File: src/rtl/switch_debounce4_pkg.sv
// Shared types and constants for the switch input stage and the combo logic.
package switch_debounce4_pkg;

  // Number of switch bits feeding the combo logic: {a,b,c,d}.
  localparam int unsigned COMBO_WIDTH = 4;

  // Per-bit debounce FSM states.
  typedef enum logic {
    IDLE  = 1'b0,
    COUNT = 1'b1
  } db_state_t;

endpackage : switch_debounce4_pkg

File: src/rtl/switch_debounce4_if.sv
// Switch input stage bus: raw levels in, debounced levels and status out.
interface switch_debounce4_if #(
  parameter int unsigned WIDTH = 4
);

  logic [WIDTH-1:0] sw_raw;
  logic [WIDTH-1:0] sw_db;
  logic             changed;
  logic             settled;

  // Producer of raw switch levels / consumer of clean levels.
  modport master (
    output sw_raw,
    input  sw_db,
    input  changed,
    input  settled
  );

  // Debouncer side.
  modport slave (
    input  sw_raw,
    output sw_db,
    output changed,
    output settled
  );

endinterface : switch_debounce4_if

File: src/rtl/switch_debounce4_debounce_bit.sv
// Single-bit debouncer: accepts a new synchronised level only after it has
// persisted for DEBOUNCE_CYCLES consecutive clock edges.
module debounce_bit
  import switch_debounce4_pkg::*;
#(
  parameter int unsigned DEBOUNCE_CYCLES = 16
) (
  input  logic clk,
  input  logic rst,
  input  logic s,       // synchronised switch level
  input  logic init,    // level loaded at reset
  output logic level,   // debounced level, registered
  output logic strobe,  // high in the cycle before level takes a new value
  output logic busy     // a candidate level is being counted
);

  localparam int unsigned CW = (DEBOUNCE_CYCLES > 1) ? $clog2(DEBOUNCE_CYCLES) : 1;
  localparam logic [CW-1:0] CNT_ONE  = CW'(1);
  localparam logic [CW-1:0] CNT_LAST = CW'(DEBOUNCE_CYCLES - 1);

  db_state_t       state_q, state_d;
  logic [CW-1:0]   cnt_q, cnt_d;
  logic            level_q, level_d;
  logic            strobe_d;

  // Next-state logic: count matching-mismatch cycles, reject any glitch.
  always_comb begin
    state_d  = state_q;
    cnt_d    = cnt_q;
    level_d  = level_q;
    strobe_d = 1'b0;
    unique case (state_q)
      IDLE: begin
        if (s != level_q) begin
          state_d = COUNT;
          cnt_d   = CNT_ONE;
        end else begin
          cnt_d   = '0;
        end
      end
      COUNT: begin
        if (s == level_q) begin
          state_d = IDLE;
          cnt_d   = '0;
        end else if (cnt_q == CNT_LAST) begin
          level_d  = s;
          cnt_d    = '0;
          state_d  = IDLE;
          strobe_d = 1'b1;
        end else begin
          cnt_d = cnt_q + CNT_ONE;
        end
      end
      default: begin
        state_d = IDLE;
        cnt_d   = '0;
      end
    endcase
  end

  // State, counter and accepted level registers.
  always_ff @(posedge clk or posedge rst) begin
    if (rst) begin
      state_q <= IDLE;
      cnt_q   <= '0;
      level_q <= init;
    end else begin
      state_q <= state_d;
      cnt_q   <= cnt_d;
      level_q <= level_d;
    end
  end

  assign level  = level_q;
  assign strobe = strobe_d;
  assign busy   = (state_q == COUNT);

endmodule : debounce_bit

File: src/rtl/switch_debounce4.sv
// Switch input stage: synchronises and debounces each raw switch bit and
// drives clean registered levels {a,b,c,d} into the combo logic, with a
// change pulse and a post-reset settled flag.
module switch_debounce4
  import switch_debounce4_pkg::*;
#(
  parameter int unsigned          WIDTH           = COMBO_WIDTH,
  parameter int unsigned          SYNC_STAGES     = 2,
  parameter int unsigned          DEBOUNCE_CYCLES = 16,
  parameter logic [WIDTH-1:0]     RESET_VALUE     = '0
) (
  input  logic               clk,
  input  logic               rst,
  switch_debounce4_if.slave  bus
);

  localparam int unsigned STARTUP_EDGES = SYNC_STAGES + DEBOUNCE_CYCLES;
  localparam int unsigned SW            = $clog2(STARTUP_EDGES + 1);
  localparam logic [SW-1:0] STARTUP_LAST = SW'(STARTUP_EDGES);
  localparam logic [SW-1:0] STARTUP_ONE  = SW'(1);

  logic [WIDTH-1:0] sync_q [SYNC_STAGES];
  logic [WIDTH-1:0] sync_s;
  logic [WIDTH-1:0] level;
  logic [WIDTH-1:0] strobe;
  logic [WIDTH-1:0] busy;

  logic             changed_q;
  logic [SW-1:0]    startup_q, startup_d;
  logic             settled_q, settled_d;

  // Multi-flop synchroniser per bit; sync_q[0] is the first stage.
  always_ff @(posedge clk or posedge rst) begin
    if (rst) begin
      for (int unsigned i = 0; i < SYNC_STAGES; i++) begin
        sync_q[i] <= RESET_VALUE;
      end
    end else begin
      sync_q[0] <= bus.sw_raw;
      for (int unsigned i = 1; i < SYNC_STAGES; i++) begin
        sync_q[i] <= sync_q[i-1];
      end
    end
  end

  assign sync_s = sync_q[SYNC_STAGES-1];

  // One independent debouncer per switch bit.
  for (genvar g = 0; g < WIDTH; g++) begin : g_bit
    debounce_bit #(
      .DEBOUNCE_CYCLES(DEBOUNCE_CYCLES)
    ) u_bit (
      .clk   (clk),
      .rst   (rst),
      .s     (sync_s[g]),
      .init  (RESET_VALUE[g]),
      .level (level[g]),
      .strobe(strobe[g]),
      .busy  (busy[g])
    );
  end

  // Change pulse lands in the same cycle the new levels become visible.
  always_ff @(posedge clk or posedge rst) begin
    if (rst) begin
      changed_q <= 1'b0;
    end else begin
      changed_q <= |strobe;
    end
  end

  // Saturating startup count and settled qualification.
  always_comb begin
    startup_d = startup_q;
    if (startup_q != STARTUP_LAST) begin
      startup_d = startup_q + STARTUP_ONE;
    end
    settled_d = (startup_d == STARTUP_LAST) && !(|busy);
  end

  // Startup counter and settled flag registers.
  always_ff @(posedge clk or posedge rst) begin
    if (rst) begin
      startup_q <= '0;
      settled_q <= 1'b0;
    end else begin
      startup_q <= startup_d;
      settled_q <= settled_d;
    end
  end

  assign bus.sw_db   = level;
  assign bus.changed = changed_q;
  assign bus.settled = settled_q;

endmodule : switch_debounce4

File: src/flat_wrapper.sv
// flat-port wrapper written by rule: the top's interface ports become plain ports
module switch_debounce4_flat import switch_debounce4_pkg::*;
#(
  parameter int unsigned          WIDTH           = COMBO_WIDTH,
  parameter int unsigned          SYNC_STAGES     = 2,
  parameter int unsigned          DEBOUNCE_CYCLES = 16,
  parameter logic [WIDTH-1:0]     RESET_VALUE     = '0
)
  (clk, rst, bus_sw_raw, bus_sw_db, bus_changed, bus_settled);
  switch_debounce4_if #(.WIDTH(WIDTH)) bus_i ();
  input  logic clk;
  input  logic rst;
  input wire logic [$bits(bus_i.sw_raw)-1:0] bus_sw_raw;
  output wire logic [$bits(bus_i.sw_db)-1:0] bus_sw_db;
  output wire logic [$bits(bus_i.changed)-1:0] bus_changed;
  output wire logic [$bits(bus_i.settled)-1:0] bus_settled;
  assign bus_i.sw_raw = bus_sw_raw;
  assign bus_sw_db = bus_i.sw_db;
  assign bus_changed = bus_i.changed;
  assign bus_settled = bus_i.settled;
  switch_debounce4 #(.WIDTH(WIDTH), .SYNC_STAGES(SYNC_STAGES), .DEBOUNCE_CYCLES(DEBOUNCE_CYCLES), .RESET_VALUE(RESET_VALUE)) u_core (.clk(clk), .rst(rst), .bus(bus_i));
endmodule
File: config.mk
export PLATFORM = sky130hd
export DESIGN_NAME = switch_debounce4_flat
export DESIGN_NICKNAME = d
export VERILOG_FILES = /design/src/rtl/switch_debounce4_pkg.sv /design/src/rtl/switch_debounce4_if.sv /design/src/rtl/switch_debounce4_debounce_bit.sv /design/src/rtl/switch_debounce4.sv /design/src/flat_wrapper.sv
export SDC_FILE = /design/constraint.sdc
export NUM_CORES = 1
export LEC_CHECK = 0
export BUFFER_PORTS_ARGS = -buffer_cell sky130_fd_sc_hd__buf_2
export CAP_MARGIN = 20
export CORE_MARGIN = 8
export CORE_UTILIZATION = 58
export DETAILED_ROUTE_END_ITERATION = 6
export PLACE_DENSITY = 0.74
export SLEW_MARGIN = 20
export SYNTH_ARGS = -nofsm -noshare
export SYNTH_HDL_FRONTEND = slang
export SYNTH_SLANG_ARGS = --single-unit
export TNS_END_PERCENT = 50
File: constraint.sdc
create_clock -name clk -period 1.57 [get_ports clk]
set_input_delay 0.2355 -clock clk [delete_from_list [all_inputs] [get_ports clk]]
set_output_delay 0.2355 -clock clk [all_outputs]
set_load 0.03 [all_outputs]
* Word level (Yosys, flattened, before mapping) *
Index checks and enable logic that the tools add are counted.
W data, S select, Z words.

word-level totals
  latch bits = 0
  bits of input ports = 6
  RAM bits = 0
  ROM bits = 0
  memories = 0
  register bits = 39

cells by class
  bitwise logic cells = 8
  eq/ne operators = 14
  div/mod/pow operators = 0
  muxes and demuxes = 45
  $mul = 0
  order comparisons = 0
  shift operators = 0
  reduce and logical (&&, ||, !) cells = 8
  add/sub/neg operators = 5

operators with widths
  operator               number
  $mux W4                8
  $pmux W4 S2            4
  $mux W1                28
  $add A4 B1 Y4 const B  4
  $eq A4 B4 Y1 const B   4
  $reduce_and A3 Y1      4
  $not A1 Y1             8
  $pmux W1 S2            4
  $reduce_or A4 Y1       2
  $add A5 B1 Y5 const B  1
  $eq A5 B5 Y1 const B   1
  $mux W5                1
  $ne A5 B5 Y1 const B   1
  $eq A1 B1 Y1           4
  $ne A1 B1 Y1           4
  $logic_and A1 B1 Y1    1
  $logic_not A1 Y1       1

* Logic depth before layout (Yosys ltp) *
Gate-level depths: netlist of the first run.

  word-level depth = 5
  gate-level depth with buffers = 5

* Worst setup path after synthesis of the first run *
Ideal clock, no wire load.

  path kind = register to register
  from = register u_core.startup_q[0]
  to = register u_core.settled_q (netlist: u_core.bus.settled)
  arrival time = 1290 ps
  period minus slack after synthesis = 1401 ps
  data required time = 1459 ps
  buffers on the path = 0
  stages on the path, launching flop included = 6
  setup slack = 169 ps
  setup time = 111 ps
  cell sequence = dfrtp_1 inv_1 ha_1 and4bb_2 mux2i_1 a2111oi_2

between the ends
  cells in the longest elaborated chain, start to end = 4

ends and longest elaborated chain
  item                                                  RTL line                                        text
  start, declared                                       switch_debounce4.sv:29                          logic [SW-1:0] startup_q, startup_d;
  start signal, assigned                                switch_debounce4.sv:87                          startup_q <= startup_d;
  $add A5 B1 Y5 / $ne A5 B5 Y1 (equally long branches)  switch_debounce4.sv:76, switch_debounce4.sv:75
  $mux W5 *                                             switch_debounce4.sv:75                          if (startup_q != STARTUP_LAST) begin
  $eq A5 B5 Y1 *                                        switch_debounce4.sv:78                          settled_d = (startup_d == STARTUP_LAST) && !(|busy);
  $logic_and A1 B1 Y1 *                                 switch_debounce4.sv:78
  named net u_core.settled_d                            switch_debounce4.sv:30                          logic settled_q, settled_d;
  end signal, assigned                                  switch_debounce4.sv:88                          settled_q <= settled_d;
  end, declared                                         switch_debounce4.sv:30

The timed path passes the listed nets; every way through them passes the cells marked *.
A chain may end at the register's enable or synchronous reset.

* Final worst setup path of the first run *
Ends and elaborated chain as after synthesis.

==> summary.md, run 1 <==
| Metric | Value |
|---|---|
| Dpl hpwl | `1840 um` |
| Synth-to-Final Area Change | `10.42%` |
| H-Tree Level Count | `2` |
| RD Place Congestion | `0.7733` |
| Largest net degree at the start of global routing | `40` |
| Crit-path max FO | `6` |
| Layout cells sized above 1 | `0.1938` |
| Setup violations, final | `0` |
| Final Cycle Share | `0.9503` |
| Port Buffers | `11` |
| Vias in the first global route | `1093` |
| Drt first pass iters | `4` |
| Worst slew pin tran | `460.7 ps` |
| Nets@finish | `171` |
| Crit Reg-Reg Endpoint | `u_core.bus.settled` |
| Die Height | `69.85 um` |
| Clock root buffer | `clkbuf_4` |
| Pleak | `0.8790 nW` |
| Rel. slew slack | `0.6928` |
| R2R depth | `5` |
| Mapped Area | `1682 um^2` |
| Fin crit period | `1492 ps` |
| Fmax | `0.6702 GHz` |
| Status | `finished, final reports clean` |
| VDD IR max | `701.7 uV` |
| CTS max path bufs | `2` |
| Initial antenna violation count | `0` |
| Setup slack, reg-to-reg | `80 ps` |
| Final count of hold timing violations | `0` |
| Remaining DRCs | `0` |
| Setup TNS Final | `0 ps` |
| PwrDens | `882.9 nW/um^2` |
| Max-cap violations | `0` |
| Synth warn | `0` |
| Initial core utilization | `0.6098` |
| DR vias/cell | `5.592` |
| Layout Skew | `7.916 ps` |
| Core ar. | `2758 um^2` |
| CP Capture Type | `flip-flop` |
| Routed WL | `2595 um` |
| First-pass GRT wire length | `4643 um` |
| Worst setup SP type | `flip-flop` |
| Hold depth | `0` |
| CTS Sinks | `39` |
| Pins Over Slew Limit | `0` |
| GRT Resource Usage Total | `0.1177` |
| Area of the die | `4878 um^2` |
| Yosys reg bits | `39` |
| Top Ports | `12` |
| CTS tree | `done` |
| DRT iter0 DRCs | `31` |
| Post-synthesis net count | `151` |
| Rows | `19` |
| Number of CTS-inserted buffers | `5` |
| Hold slack | `358.5 ps` |
| RR Startpoint | `u_core.startup_q[0]` |
| Hold Path Class | `reg -> reg` |
| WS Path Type | `reg -> reg` |
| RSZ-0062 raised after global routing | `no` |
| Number of diodes | `0` |
| Final ANT Viol Nets | `0` |
| Via count | `1068` |
| Clock Latency Late Sink | `340 ps` |
| CTS clk-pin slew, worst paths | `110 ps` |
| Layout filler cell count | `209` |
| Distinct cells, synth | `27` |
| Sequential share of the synthesized area | `0.5804` |
| Critical path required time | `1820 ps` |
| Worst EP arrival | `1740 ps` |
| Syn avg cell area | `12.10 um^2` |
| Hold EP | `u_core.sync_s[0]` |
| Die X | `69.85 um` |
| Grt ovf | `0` |
| Setup Buffers After CTS | `0` |
| DR WL/cell | `13.59 um` |
| Hold path start | `u_core.sync_q[4]` |
| Gate Count Post-Synth | `139` |
[Yosys cell counts (all sizes together)]
| cell | count | area, um^2 |
|---|---|---|
| xnor2 | 11 | 96.34 |
| buf | 4 | 30.03 |
| dfrtp | 39 | 975.9 |
| nand2 | 2 | 7.510 |
| inv | 10 | 37.54 |
| ha | 6 | 75.07 |
| a211o | 1 | 8.760 |
| a2111oi | 1 | 15.01 |
| o22a | 1 | 8.760 |
| xor2 | 3 | 26.28 |
| o221ai | 1 | 8.760 |
| a21oi | 12 | 60.06 |
| or4 | 1 | 11.26 |
| and4bb | 1 | 12.51 |
| and3 | 2 | 13.77 |
| nor2 | 6 | 22.52 |
| nand3 | 5 | 25.02 |
| nand4b | 4 | 35.03 |
| nand4 | 4 | 25.02 |
| mux2 | 4 | 45.04 |
| and2 | 2 | 12.51 |
| nor2b | 4 | 25.02 |
| a31o | 2 | 17.52 |
| nand2b | 5 | 31.28 |
| mux2i | 3 | 30.03 |
| o21ai | 5 | 25.02 |
[metrics by stage]
| stage | power, W | cell area, um^2 | utilization | setup WS [ps] | cells |
|---|---|---|---|---|---|
| 2_1_floorplan | 0.001135 | 1682 | - | 168.5 | 139 |
| 3_3_place_gp | 0.001158 | 1753 | 0.6357 | 139.9 | 178 |
| 3_5_place_dp | 0.001164 | 1753 | 0.6357 | 50.85 | 178 |
| 4_1_cts | 0.001664 | 1856 | 0.6729 | 30.11 | 191 |
| 5_1_grt | 0.001723 | 1857 | 0.6733 | 38.23 | 191 |
| 6_report | 0.001639 | 1857 | 0.6733 | 78.01 | 191 |
[worst max-delay path: stages, from the launching register on]
cell	delay, ps
dfrtp_2	430
inv_1	60
ha_1	200
and4bb_2	270
mux2i_1	150
a2111oi_2	280
[kinds of logic (layout without fill, tap and decap cells)]
family / after synthesis / after routing / synth area share
mux: 7 / 7 / 0.04464
compound gates: 23 / 23 / 0.08557
fa+ha+maj: 6 / 6 / 0.04464
flops: 39 / 39 / 0.5804
xor+xnor: 14 / 14 / 0.07292
simple gates: 36 / 36 / 0.1317
buf+inv: 14 / 35 / 0.04018
[routing by layer]
metal / part of all wire / up-vias / GRT usage / routed length, um
li1: - / 517 / - / -
met1: 0.47 / 532 / 0.1261 / 1209
met2: 0.47 / 14 / 0.1909 / 1221
met3: 0.044 / 5 / 0.05722 / 113
met4: 0.020 / 0 / 0.05357 / 51
met5: 0 / - / 0 / 0
[cells in the final DEF, fill, tap and decap left out, types with 2 or more instances in the layout]
master / netlist / routed
mux2i_1: 3 / 3
xor2_1: 3 / 3
nor2_1: 6 / 6
a21oi_1: 12 / 12
buf_2: 0 / 11
a31o_2: 2 / 2
mux2_2: 4 / 4
inv_1: 10 / 10
nand3_1: 5 / 5
nand4_1: 4 / 4
dfrtp_1: 39 / 38
nand4b_1: 4 / 4
xnor2_1: 11 / 11
o21ai_0: 5 / 5
nand2b_1: 5 / 5
nand2_1: 2 / 2
dlygate4sd3_1: 0 / 5
and2_1: 2 / 2
clkbuf_4: 0 / 5
clkinv_2: 0 / 3
nor2b_1: 4 / 4
ha_1: 6 / 6
[final cells by class]
type,instances,area (um^2),area share
Inverter,10,37.54,0.02022
Multi-Input combinational cell,86,638.1,0.3437
Clock inverter,3,15.01,0.008086
Clock buffer,5,37.54,0.02022
Timing Repair Buffer,17,112.6,0.06065
Sequential cell,39,977.2,0.5263
Tap cell,31,38.79,0.02089
[power breakdown]
part           switching [W]  internal, W  total (W)
clock network       0.000321     0.000167   0.000488
registers          0.0000259      0.00103    0.00106
logic              0.0000488    0.0000431  0.0000920
[sequential cells by signal (all words and copies together), names as in the netlist]
register / flops
u_core.startup_q: 5
u_core.bus.settled: 1
u_core.g_bit.u_bit.level: 4
u_core.sync_s: 4
u_core.g_bit.u_bit.cnt_q: 16
u_core.bus.changed: 1
u_core.g_bit.u_bit.busy: 4
u_core.sync_q: 4
[what timing repair did]
| action | CTS | global route |
|---|---|---|
| hold endpoints to repair | 19 | 0 |
| setup endpoints to repair | 0 | 1 |
| gates resized for setup | 0 | 1 |
| hold buffers | 5 | 0 |
[worst max path at each step]
stage	start	to	slack [ps]	depth (start not counted)
2_1_floorplan	u_core.startup_q[0]	u_core.bus.settled	170	5
3_3_place_gp	u_core.startup_q[0]	u_core.bus.settled	140	5
3_5_place_dp	u_core.startup_q[0]	u_core.bus.settled	50	5
4_1_cts	u_core.startup_q[0]	u_core.bus.settled	30	5
5_1_grt	u_core.startup_q[0]	u_core.bus.settled	40	5
6_report	u_core.startup_q[0]	u_core.bus.settled	80	5
No activity file was read; power rests on OpenSTA's default activity.
==> run 2, diff against run 1 <==
--- a/config.mk
+++ b/config.mk
@@ -8,9 +8,9 @@
 export BUFFER_PORTS_ARGS = -buffer_cell sky130_fd_sc_hd__buf_2
 export CAP_MARGIN = 20
 export CORE_MARGIN = 8
-export CORE_UTILIZATION = 58
+export CORE_UTILIZATION = 52
 export DETAILED_ROUTE_END_ITERATION = 6
-export PLACE_DENSITY = 0.74
+export PLACE_DENSITY = 0.7
 export SLEW_MARGIN = 20
 export SYNTH_ARGS = -nofsm -noshare
 export SYNTH_HDL_FRONTEND = slang
==> constraint.sdc (replaced) <==
create_clock -name clk -period 1.3 [get_ports clk]
set_input_delay 0.195 -clock clk [delete_from_list [all_inputs] [get_ports clk]]
set_output_delay 0.195 -clock clk [all_outputs]
set_load 0.03 [all_outputs]
==> run 2 against run 1 <==
The flow now finishes with violations (setup timing). Register-to-register slack got worse by 240 ps. Cell area increased by 8.3%. First-iteration DRC count increased by 74%. Routed wire length increased by 16%. Final cell count increased by 14%. Global-route usage increased by 0.97 points. Sequential share of layout area decreased by 4.1 points. Via count increased by 4.1%. Clock power increased by 28%. Critical path type unchanged. Largest cell class unchanged. Highest routed layer unchanged.
==> summary.md, run 2 (synthesized netlist as in run 1, its figures left out) <==
| Metric | Value |
|---|---|
| Initial core utilization | `0.5463` |
| Worst EP arrival | `1700 ps` |
| GRT Resource Usage Total | `0.1275` |
| Hold path start | `u_core.sync_q[7]` |
| DR WL/cell | `13.81 um` |
| Most common cell after layout, fill and taps aside | `dfrtp_1` |
| DRT iter0 DRCs | `54` |
| Grt peak-use layer | `met2` |
| Synth-to-Final Area Change | `19.57%` |
| Violated checks | `setup timing` |
| Grt ovf | `0` |
| PwrDens | `1012 nW/um^2` |
| Pleak | `0.9657 nW` |
| Met3 Track Usage GR | `0.04945` |
| CTS max path bufs | `2` |
| RD Place Congestion | `0.7346` |
| Hold depth | `0` |
| Commonest non-fill, non-tap cells in the layout | `dfrtp_1, buf_4, a21oi_1, buf_2, xnor2_1` |
| Status | `finished, violations left` |
| Biggest register | `u_core.g_bit.u_bit.cnt_q` |
| Pins Over Slew Limit | `0` |
| Met1 demand-to-capacity share in global routing | `0.1291` |
| Worst slew pin tran | `470.5 ps` |
| Regs by FF count | `u_core.g_bit.u_bit.cnt_q x16, u_core.startup_q x5` |
| Core ar. | `3078 um^2` |
| Layout cells sized above 1 | `0.2701` |
| Crit Reg-Reg Endpoint | `u_core.bus.settled` |
| Grt met2 use | `0.2266` |
| Number of diodes | `0` |
| DR vias/cell | `5.101` |
| Remaining DRCs | `0` |
| Critical Path Source | `u_core.startup_q[0]` |
| Worst setup SP type | `flip-flop` |
| CTS clk-pin slew, worst paths | `110 ps` |
| Hold Path Class | `reg -> reg` |
| Layout Skew | `11.49 ps` |
| Initial antenna violation count | `0` |
| Vias in the first global route | `1192` |
| Die X | `72.87 um` |
| CTS Sinks | `39` |
| Final count of hold timing violations | `0` |
| Setup slack, reg-to-reg | `-170 ps` |
| Port Buffers | `11` |
| Clock Latency Late Sink | `340 ps` |
| Rel. slew slack | `0.6863` |
| Top Ports | `12` |
| Final ANT Viol Nets | `0` |
| Dpl ws | `-230.2 ps` |
| Max-cap violations | `0` |
| H-Tree Level Count | `2` |
| Clock root buffer | `clkbuf_4` |
| VDD IR max | `794.6 uV` |
| Via count | `1112` |
| First-pass GRT wire length | `5161 um` |
| Fmax | `0.6822 GHz` |
| Area of the die | `5309 um^2` |
| Number of flip-flops under the largest register name | `16` |
| CTS tree | `done` |
| Setup violations, final | `2` |
| Placed Cells | `205` |
| Crit-path max FO | `3` |
| Power Total | `0.002034 W` |
| RSZ-0062 raised after global routing | `yes` |
| CP Capture Type | `flip-flop` |
| WS Path Type | `reg -> reg` |
| RR Startpoint | `u_core.startup_q[0]` |
| Die Height | `72.87 um` |
| Non-filler cells, final | `218` |
| Dpl hpwl | `2210 um` |
| Post-route cell area | `2011 um^2` |
| Routed WL | `3011 um` |
| Nets@finish | `186` |
| PnR worst setup slack | `-165.7 ps` |
| Drt first pass iters | `4` |
| Rows | `20` |
| Number of CTS-inserted buffers | `5` |
| Fin crit period | `1466 ps` |
| DP Area | `1877 um^2` |
| Critical path required time | `1530 ps` |
| Largest net degree at the start of global routing | `40` |
| Final Cycle Share | `1.127` |
| Hold EP | `u_core.sync_s[3]` |
| R2R depth | `5` |
run 2: metrics by stage:
step | hold WS [ps] | setup TNS (ps) | util
2_1_floorplan | 226.4 | -80.57 | -
3_3_place_gp | 303.8 | -71.09 | 0.6098
3_5_place_dp | 307.3 | -232.5 | 0.6098
4_1_cts | 367.5 | -180.4 | 0.6508
5_1_grt | 371.3 | -379.8 | 0.6533
6_report | 365.5 | -179.7 | 0.6533
run 2: how the worst max path moves through the flow:
stage                              end  slack, ps  depth (start not counted)
CTS                 u_core.bus.settled       -180                          5
global placement    u_core.bus.settled        -70                          5
finish              u_core.bus.settled       -170                          5
detailed placement  u_core.bus.settled       -230                          5
floorplan           u_core.bus.settled        -80                          5
global route        u_core.bus.settled       -260                          5
run 2: final cells by class:
type	count	area (um^2)
multi-input combinational	86	660.6
clock inverter	1	5.005
timing repair buffer	32	225.2
inverter	10	37.54
sequential	39	975.9
fill	257	1067
clock buffer	6	51.30
tap	44	55.05
run 2: worst max-delay path, stage by stage, from the launching register on:
cell       delay, ps
dfrtp_1          430
inv_2             50
ha_2             180
and4bb_2         240
mux2i_1          160
a2111oi_4        310
run 2: power by group:
group | leakage (nW) | internal (W) | switching (W) | total (W)
Sequential | 0.497 | 0.00125 | 0.0000289 | 0.00128
Combinational | 0.434 | 0.0000641 | 0.0000672 | 0.000131
Clock | 0.0341 | 0.000251 | 0.000374 | 0.000625
run 2: what timing repair did:
item | in CTS | in global routing
cloned | 0 | 0
pin swaps | 1 | 0
setup endpoints to repair | 3 | 3
gates resized for setup | 1 | 2
buffers inserted | 1 | 0
endpoints found under the hold margin | 43 | 0
hold buffers | 5 | 0
run 2: layer usage:
layer	vias up	part of all wire	wire length [um]
met5	-	0	0
met4	0	0.018	53
met3	6	0.035	105
met2	16	0.54	1640
met1	544	0.40	1212
li1	546	-	-
